<file path="src/rtl/f1_reaction_timer_if.sv">
`default_nettype none
// ============================================================================
//  Module   : f1_reaction_timer_if
//  Purpose  : Bundles the light pattern, driver button and measurement results
//             exchanged between the light sequencer/driver side and the
//             reaction timer.
//  Ports    : lights       - 8-bit light pattern from the f1_lights sequence
//             btn          - driver button level, synchronous to clk
//             react_ms     - last measured reaction time in ms
//             result_valid - one-cycle pulse when react_ms updates
//             false_start  - level, button pressed before lights out
//             timeout      - level, no press within the time limit
//             busy         - high while a start sequence/measurement is live
//  Revision : 1.0 - initial release
// ============================================================================
interface f1_reaction_timer_if;
    logic [7:0]  lights;
    logic        btn;
    logic [15:0] react_ms;
    logic        result_valid;
    logic        false_start;
    logic        timeout;
    logic        busy;

    // Driver / sequencer side
    modport master (
        output lights,
        output btn,
        input  react_ms,
        input  result_valid,
        input  false_start,
        input  timeout,
        input  busy
    );

    // Reaction timer side
    modport slave (
        input  lights,
        input  btn,
        output react_ms,
        output result_valid,
        output false_start,
        output timeout,
        output busy
    );
endinterface
`default_nettype wire

</file>
<file path="src/rtl/f1_reaction_timer.sv">
`default_nettype none
// ============================================================================
//  Module   : f1_reaction_timer
//  Purpose  : Measures the driver's reaction time from "lights out" (pattern
//             goes from all-on to all-off) to the button press, in
//             milliseconds, and flags jump starts and timeouts.
//  Ports    : clk  - single clock, all state on its rising edge
//             rst  - synchronous, active-high reset
//             bus  - f1_reaction_timer_if.slave (lights, btn in; react_ms,
//                    result_valid, false_start, timeout, busy out)
//  Params   : CYC_PER_MS - clk cycles per millisecond of measured time
//             MAX_MS     - timeout limit in ms, 1..65535
//  Revision : 1.0 - initial release
// ============================================================================
module f1_reaction_timer #(
    parameter int CYC_PER_MS = 1000,
    parameter int MAX_MS     = 999
) (
    input  wire logic          clk,
    input  wire logic          rst,
    f1_reaction_timer_if.slave bus
);

    localparam int PW = (CYC_PER_MS > 1) ? $clog2(CYC_PER_MS) : 1;
    localparam logic [PW-1:0] C_PRESC_LAST = PW'(CYC_PER_MS - 1);
    localparam logic [15:0]   C_MAX_MS     = 16'(MAX_MS);

    if (MAX_MS < 1 || MAX_MS > 65535) begin : g_bad_max_ms
        $error("f1_reaction_timer: MAX_MS must be within 1..65535");
    end
    if (CYC_PER_MS < 1) begin : g_bad_cyc_per_ms
        $error("f1_reaction_timer: CYC_PER_MS must be at least 1");
    end

    typedef enum logic [2:0] {
        ST_IDLE   = 3'd0,
        ST_ARMED  = 3'd1,
        ST_ALL_ON = 3'd2,
        ST_TIMING = 3'd3,
        ST_DONE   = 3'd4,
        ST_FAULT  = 3'd5
    } state_t;

    state_t         r_state;
    logic           r_btn_q;
    logic [PW-1:0]  r_presc;
    logic [15:0]    r_ms_cnt;
    logic [15:0]    r_react_ms;
    logic           r_result_valid;
    logic           r_false_start;
    logic           r_timeout;
    logic           r_busy;

    logic           w_press;
    logic           w_presc_wrap;

    // Rising edge of the button; r_btn_q resets to 1 so a button already held
    // when reset releases is not taken as a press.
    assign w_press      = bus.btn & ~r_btn_q;
    assign w_presc_wrap = (r_presc == C_PRESC_LAST);

    always_ff @(posedge clk) begin
        if (rst) begin
            r_state        <= ST_IDLE;
            r_btn_q        <= 1'b1;
            r_presc        <= '0;
            r_ms_cnt       <= '0;
            r_react_ms     <= '0;
            r_result_valid <= 1'b0;
            r_false_start  <= 1'b0;
            r_timeout      <= 1'b0;
            r_busy         <= 1'b0;
        end else begin
            r_btn_q        <= bus.btn;
            r_result_valid <= 1'b0;

            case (r_state)
                ST_IDLE: begin
                    // Presses are ignored here; only a new sequence matters.
                    if (bus.lights != 8'h00) begin
                        r_state       <= ST_ARMED;
                        r_busy        <= 1'b1;
                        r_false_start <= 1'b0;
                        r_timeout     <= 1'b0;
                    end
                end

                ST_ARMED: begin
                    if (w_press) begin
                        r_state       <= ST_FAULT;
                        r_false_start <= 1'b1;
                        r_busy        <= 1'b0;
                    end else if (bus.lights == 8'hFF) begin
                        r_state <= ST_ALL_ON;
                    end else if (bus.lights == 8'h00) begin
                        // Sequence aborted before all lights came on.
                        r_state <= ST_IDLE;
                        r_busy  <= 1'b0;
                    end
                end

                ST_ALL_ON: begin
                    // A press on the very lights-out edge is still a jump start.
                    if (w_press) begin
                        r_state       <= ST_FAULT;
                        r_false_start <= 1'b1;
                        r_busy        <= 1'b0;
                    end else if (bus.lights == 8'h00) begin
                        r_state  <= ST_TIMING;
                        r_presc  <= '0;
                        r_ms_cnt <= '0;
                    end
                end

                ST_TIMING: begin
                    if (w_press) begin
                        // Report the completed milliseconds seen so far; a
                        // same-cycle wrap is deliberately not counted.
                        r_state        <= ST_DONE;
                        r_react_ms     <= r_ms_cnt;
                        r_result_valid <= 1'b1;
                        r_busy         <= 1'b0;
                    end else if (w_presc_wrap) begin
                        if (r_ms_cnt == C_MAX_MS) begin
                            // The millisecond after MAX_MS would complete:
                            // stop here so ms_cnt never passes MAX_MS.
                            r_state        <= ST_DONE;
                            r_react_ms     <= C_MAX_MS;
                            r_timeout      <= 1'b1;
                            r_result_valid <= 1'b1;
                            r_busy         <= 1'b0;
                        end else begin
                            r_ms_cnt <= r_ms_cnt + 16'd1;
                            r_presc  <= '0;
                        end
                    end else begin
                        r_presc <= r_presc + 1'b1;
                    end
                end

                ST_DONE: begin
                    r_state <= ST_IDLE;
                end

                ST_FAULT: begin
                    // false_start is held until the next sequence starts.
                    if (bus.lights == 8'h00) begin
                        r_state <= ST_IDLE;
                    end
                end

                default: begin
                    r_state <= ST_IDLE;
                    r_busy  <= 1'b0;
                end
            endcase
        end
    end

    assign bus.react_ms     = r_react_ms;
    assign bus.result_valid = r_result_valid;
    assign bus.false_start  = r_false_start;
    assign bus.timeout      = r_timeout;
    assign bus.busy         = r_busy;

endmodule
`default_nettype wire

</file>
<file path="src/flat_wrapper.sv">
// flat-port wrapper written by rule: the top's interface ports become plain ports
module f1_reaction_timer_flat 
#(
    parameter int CYC_PER_MS = 1000,
    parameter int MAX_MS     = 999
)
  (clk, rst, bus_lights, bus_btn, bus_react_ms, bus_result_valid, bus_false_start, bus_timeout, bus_busy);
  f1_reaction_timer_if bus_i ();
  input  wire logic clk;
  input  wire logic rst;
  input wire logic [$bits(bus_i.lights)-1:0] bus_lights;
  input wire logic [$bits(bus_i.btn)-1:0] bus_btn;
  output wire logic [$bits(bus_i.react_ms)-1:0] bus_react_ms;
  output wire logic [$bits(bus_i.result_valid)-1:0] bus_result_valid;
  output wire logic [$bits(bus_i.false_start)-1:0] bus_false_start;
  output wire logic [$bits(bus_i.timeout)-1:0] bus_timeout;
  output wire logic [$bits(bus_i.busy)-1:0] bus_busy;
  assign bus_i.lights = bus_lights;
  assign bus_i.btn = bus_btn;
  assign bus_react_ms = bus_i.react_ms;
  assign bus_result_valid = bus_i.result_valid;
  assign bus_false_start = bus_i.false_start;
  assign bus_timeout = bus_i.timeout;
  assign bus_busy = bus_i.busy;
  f1_reaction_timer #(.CYC_PER_MS(CYC_PER_MS), .MAX_MS(MAX_MS)) u_core (.clk(clk), .rst(rst), .bus(bus_i));
endmodule
</file>
<file path="config.mk">
export PLATFORM = sky130hd
export DESIGN_NAME = f1_reaction_timer_flat
export DESIGN_NICKNAME = d
export VERILOG_FILES = /design/src/rtl/f1_reaction_timer_if.sv /design/src/rtl/f1_reaction_timer.sv /design/src/flat_wrapper.sv
export SDC_FILE = /design/constraint.sdc
export NUM_CORES = 1
export LEC_CHECK = 0
export ABC_AREA = 1
export CAP_MARGIN = 20
export CORE_UTILIZATION = 45
export DETAILED_ROUTE_END_ITERATION = 8
export PLACE_DENSITY = 0.78
export SLEW_MARGIN = 20
export SYNTH_ARGS = -nofsm -noshare
export SYNTH_HDL_FRONTEND = slang
export SYNTH_SLANG_ARGS = --single-unit
</file>
<file path="constraint.sdc">
create_clock -name clk -period 3.7 [get_ports clk]
set_input_delay 0.74 -clock clk [delete_from_list [all_inputs] [get_ports clk]]
set_output_delay 0.74 -clock clk [all_outputs]
set_load 0.02 [all_outputs]
</file>
==> results of run 1 <==
==> worst max-delay path: cells and delay by family <==
kind	cells	cell delay, ns
AOI/OAI and AO/OA	1	0.06
buffers and inverters	2	0.48
and+or+nand+nor	8	1.11
==> state kept, by name (all words and copies together), names as in the netlist <==
| register | cells |
|---|---|
| u_core.r_ms_cnt | 16 |
| u_core.r_state | 3 |
| u_core.r_presc | 10 |
| u_core.bus.result_valid | 1 |
| u_core.bus.timeout | 1 |
| u_core.r_btn_q | 1 |
| u_core.bus.false_start | 1 |
| u_core.bus.busy | 1 |
| u_core.bus.react_ms | 16 |
==> cell type report <==
type	instances	area, µm²	area share (%)
Multi-Input combinational cell	387	1760	51.4
Sequential cell	50	1000	29.3
Timing Repair Buffer	31	308	9.01
Inverter	43	161	4.72
Tap cell	77	96.3	2.82
Clock buffer	6	82.6	2.42
Clock inverter	2	12.5	0.366
==> cells by family (layout without fill, tap and decap cells) <==
| kind of cell | after synthesis | after routing | share of synthesized area (%) |
|---|---|---|---|
| AO/OA/AOI/OAI | 55 | 55 | 9.85 |
| XOR/XNOR | 7 | 7 | 2.05 |
| buffers and inverters | 57 | 82 | 8.06 |
| flip-flops | 50 | 50 | 33.4 |
| AND/OR/NAND/NOR | 323 | 323 | 45.8 |
| adder cells (fa/ha/maj) | 2 | 2 | 0.835 |
==> how the worst max path moves through the flow <==
stage / from / endpoint / slack (ns) / depth (start not counted)
2_1_floorplan: bus_lights[5] / u_core.r_ms_cnt[12] / 1.88 / 11
3_3_place_gp: bus_lights[5] / u_core.r_ms_cnt[12] / 1.21 / 11
3_5_place_dp: bus_lights[7] / u_core.r_ms_cnt[13] / 1.19 / 11
4_1_cts: bus_lights[7] / u_core.r_ms_cnt[13] / 1.50 / 11
5_1_grt: bus_lights[5] / u_core.r_ms_cnt[14] / 1.25 / 11
6_report: bus_lights[3] / u_core.r_ms_cnt[13] / 1.48 / 11
==> layer usage <==
metal / wire length, µm / part of all wire [%] / vias to the layer above
met5: 0 / 0 / -
li1: - / - / 1626
met2: 3660 / 49 / 111
met4: 124 / 1.7 / 0
met3: 428 / 5.8 / 15
met1: 3190 / 43 / 1408
==> through the flow <==
stage	setup slack, ns	hold WS [ns]
after CTS	1.50	0.465
after floorplan	1.88	0.467
after detailed placement	1.19	0.453
after global routing	1.25	0.481
final	1.48	0.462
after global placement	1.21	0.448
==> synthesized netlist by cell type, drive strengths merged <==
master	count	area (µm²)
a21oi	39	203
and2	2	12.5
buf	7	53.8
clkbuf	7	26.3
dfxtp	50	1000
ha	2	25.0
inv	43	161
nand2	154	596
nand3	46	235
nand4	11	68.8
nor2	103	422
nor3	5	25.0
nor3b	2	15.0
o211ai	1	7.51
o21ai	11	55.1
o21bai	3	22.5
o31ai	1	7.51
xnor2	1	8.76
xor2	6	52.6
==> power by group through the flow <==
stage                     Combinational (mW)  Clock (mW)  Sequential [mW]
after floorplan                       0.0343           0            0.560
after global placement                0.0605           0            0.558
after detailed placement              0.0617           0            0.558
after CTS                             0.0619       0.344            0.546
after global routing                  0.0687       0.366            0.547
final                                 0.0619       0.338            0.546
==> impl_results.md, run 1 <==
* Clock transition at path regs at 0.09 ns
* Initial Utilization at 46.9%
* Max FO, Critical Path at 14
* GR Util All Layers at 22.0%
* Rows at 29
* Combinational power share at 6.5%
* Slew Viols, Final at 0
* Met2 usage at 38.8%
* CP Launch Type: input port
* Post-synth cell types at 27
* Share of power burned in registers at 57.7%
* Fmax at 450 MHz
* CTS Buffer Depth at 2
* Hold depth at 2
* Clock share of power at 35.7%
* Core area at 0.00639 mm²
* DRC viols at 0
* CTS H-Tree Depth at 2
* Via count at 3160
* Crit path time final at 2.22 ns
* DP Area at 0.00332 mm²
* Share of layout cells above drive strength 1 at 6.36%
* Wirelength per Cell at 12.4 µm
* Worst R2R Path Depth at 10
* CP Cell Sequence: clkdlybuf4s50_1, nor2_1, nand2_1, inv_1, nand2_1, nand2_1, nand2_1, nor2_4, nand2_4, nand2_1, a21oi_1
* Clk Latency, worst-skew pair at 0.31 ns
* Most frequent cells in the layout: nand2_1, nor2_1, dfxtp_1, nand3_1, a21oi_1
* Max_cap viols at 0
* Layout area overhead at 14.0%
* CP endpoint kind: flop
* LEAKAGE at 1.28 nW
* Cell count after synthesis at 494
* Warnings, synthesis at 0
* Slew margin rel. at 69.0%
* Gpl congestion at 0.924
* GRT met1 Usage at 27.1%
* Sw Ratio at 24.0%
* DP Wirelength at 5310 µm
* Post-CTS sizing at 0
* CTS Hold Bufs at 0
* Min-delay src: u_core.bus.react_ms[13]
* Diode count at 0
* NetSw at 0.227 mW
* Worst Clk Skew at 0.0141 ns
* Finished Layout Cells at 596
* Most common cell after layout, fill and taps aside: nand2_1
* Largest net degree at the start of global routing at 38
* Worst stage delay on the critical path at 0.43 ns
* Peak supply drop at 166 µV
* Seq/Total Area, Yosys at 33.4%
* Final net count at 531
* Flop2flop setup slack at 1.67 ns
* Pre-antenna DRT Iters at 5
* Final Util at 53.5%
* Total power at 0.945 mW
* Fin Setup TNS at 0 ns
* M3 GR Usage at 3.17%
* FF+latch count, synth at 50
* Die width at 83.6 µm
* CTS Buf Count at 5
* Drt total wl at 7400 µm
* Net count of the mapped netlist at 507
* Gr busiest metal: met2
* Worst endpoint required time at 3.88 ns
* Via density at 5.30
* CTS sink count at 50
* I/O pins at 31
* Final hold vios at 0
* Pint at 0.718 mW
* R2R Path End: u_core.r_ms_cnt[13]
* Outcome: complete, no violations
* RSZ-0062 raised after global routing: no
* Final Cell Area at 0.00342 mm²
* RR Startpoint: u_core.r_presc[0]
* Netlist Area Pre-Place at 0.00300 mm²
* Die Y at 83.6 µm
* Final setup fails at 0
* CP max stage cell: clkdlybuf4s50_1
* Placed Cells at 588
* Worst-margin pin slew at 0.465 ns
* I/O Buffers at 30
* First-pass GRT wire length at 12800 µm
* Hold endpoint: u_core.bus.react_ms[13]
* Fin crit share at 60.1%
* Setup bufs post-CTS at 0
* TritonCTS clock tree: done
* Die Footprint at 0.00699 mm²
* Initial antenna violation count at 0
* Setup CP Type: in2reg
* CP dominant cell by count: nand2_1
* Number of global-route vias before repair at 2881
* Fill count at 636
* GR Overflow Total at 0
* Hold WC Path Type: reg2reg
* Power per Cell Area at 277 mW/mm²
* Iter 0 DRT Violations at 262
* Syn avg cell area at 6.07 µm²
* Root buf cell: clkbuf_8
* Routed Antenna Nets at 0
* Critical path arrival at 2.40 ns
Power figures use the tool's default switching activity.
==> run 2, diff against run 1 <==
Settings changed: PLACE_DENSITY 0.78 to 0.8.
Clock period 3.7 ns to 1.91 ns, I/O delays scaled along.
==> impl_results.md, run 2 (synthesis results as in run 1) <==
* I/O Buffers at 30
* Outcome: complete, no violations
* Pre-antenna DRT Iters at 5
* Max_cap viols at 0
* Total power at 1.84 mW
* Slew Viols, Final at 0
* Most common cell after layout, fill and taps aside: nand2_1
* Fmax at 575 MHz
* Final net count at 559
* Critical path arrival at 1.98 ns
* Final worst slack at 0.171 ns
* Die width at 83.6 µm
* Final setup fails at 0
* Hold WC Path Type: reg2reg
* CTS Buf Count at 5
* CTS H-Tree Depth at 2
* Peak supply drop at 388 µV
* First-pass GRT wire length at 13400 µm
* Initial Utilization at 46.9%
* R2R Path End: u_core.r_ms_cnt[4]
* Finished Layout Cells at 624
* Clock transition at path regs at 0.09 ns
* Final Cell Area at 0.00369 mm²
* DP Wirelength at 5660 µm
* Share of layout cells above drive strength 1 at 12.4%
* Wirelength per Cell at 12.1 µm
* Crit. Startpoint: u_core.r_presc[0]
* CP Launch Type: flop
* Most frequent cells in the layout: nand2_1, nor2_1, dfxtp_1, nand3_1, a21oi_1
* Routed Antenna Nets at 0
* DP Area at 0.00354 mm²
* Clk Latency, worst-skew pair at 0.31 ns
* GR Util All Layers at 22.9%
* LEAKAGE at 1.42 nW
* Via density at 5.19
* Fin crit share at 91.0%
* Setup CP Type: reg2reg
* Drt total wl at 7550 µm
* Gpl congestion at 0.966
* Diode count at 0
* Hold depth at 2
* Worst-margin pin slew at 0.435 ns
* CTS sink count at 50
* Final hold vios at 0
* Rows at 29
* I/O pins at 31
* Worst endpoint required time at 2.15 ns
* GR Overflow Total at 0
* Setup bufs post-CTS at 0
* DRC viols at 0
* Worst R2R Path Depth at 10
* Hold WS at 0.463 ns
* Via count at 3237
* Power per Cell Area at 499 mW/mm²
* TritonCTS clock tree: done
* Slew margin rel. at 71.0%
* Max FO, Critical Path at 7
* Number of global-route vias before repair at 3062
* Fin Setup TNS at 0 ns
* CP endpoint kind: flop
* CTS Buffer Depth at 2
* Initial antenna violation count at 0
* Core area at 0.00639 mm²
* DP Worst Slack at -0.0846 ns
* Layout area overhead at 23.0%
* Largest net degree at the start of global routing at 20
* Die Footprint at 0.00699 mm²
* RR Startpoint: u_core.r_presc[0]
* Flop2flop setup slack at 0.17 ns
* Placed Cells at 616
* Final Util at 57.8%
* Die Y at 83.6 µm
* Iter 0 DRT Violations at 224
* Root buf cell: clkbuf_8
* End point of the critical path: u_core.r_ms_cnt[4]
* Crit path time final at 1.74 ns
* Worst Clk Skew at 0.00593 ns
run 2: final cells by class:
| type | count | area, µm² |
|---|---|---|
| Clock buffer | 6 | 82.6 |
| Clock inverter | 2 | 12.5 |
| Fill cell | 611 | 2700 |
| Inverter | 43 | 164 |
| Multi-Input combinational cell | 387 | 1800 |
| Sequential cell | 50 | 1000 |
| Tap cell | 77 | 96.3 |
| Timing Repair Buffer | 59 | 531 |
run 2: worst min-delay path by stage:
stage	to	from	slack [ns]
floorplan	u_core.r_presc[6]	u_core.r_presc[6]	0.47
global placement	u_core.bus.react_ms[14]	u_core.bus.react_ms[14]	0.45
detailed placement	u_core.bus.react_ms[11]	u_core.bus.react_ms[11]	0.45
CTS	u_core.bus.react_ms[11]	u_core.bus.react_ms[11]	0.46
global route	u_core.bus.react_ms[11]	u_core.bus.react_ms[11]	0.48
finish	u_core.bus.react_ms[11]	u_core.bus.react_ms[11]	0.46
run 2: worst max-delay path, cell delays in order (launching register included):
cell and delay (ns):
dfxtp_1 0.38, ha_4 0.16, nand3_1 0.07, nor2_1 0.12
nand2_2 0.13, nand2_1 0.10, nand2_2 0.08, nor2_4 0.22
buf_4 0.18, nand3_1 0.07, a21oi_1 0.16
run 2: per-layer routing:
metal / track usage, % / vias up / part of all wire, %
met5: 0 / - / 0
met2: 37.5 / 75 / 46
met3: 3.56 / 10 / 4.3
met4: 9.09 / 0 / 1.6
li1: - / 1685 / -
met1: 30.2 / 1467 / 48
run 2: what timing repair did:
| action | CTS | global route |
|---|---|---|
| endpoints found under the hold margin | 0 | 0 |
| resized for setup | 0 | 12 |
| setup endpoints to repair | 0 | 31 |
| hold buffers | 0 | 0 |
run 2: where the power goes:
part           total [mW]  switching, mW  internal, mW  leakage [nW]
Sequential           1.06        0.00678          1.05         0.405
Combinational       0.127         0.0715        0.0551         0.970
Clock               0.656          0.364         0.292        0.0472
Total                1.84          0.443          1.40          1.42
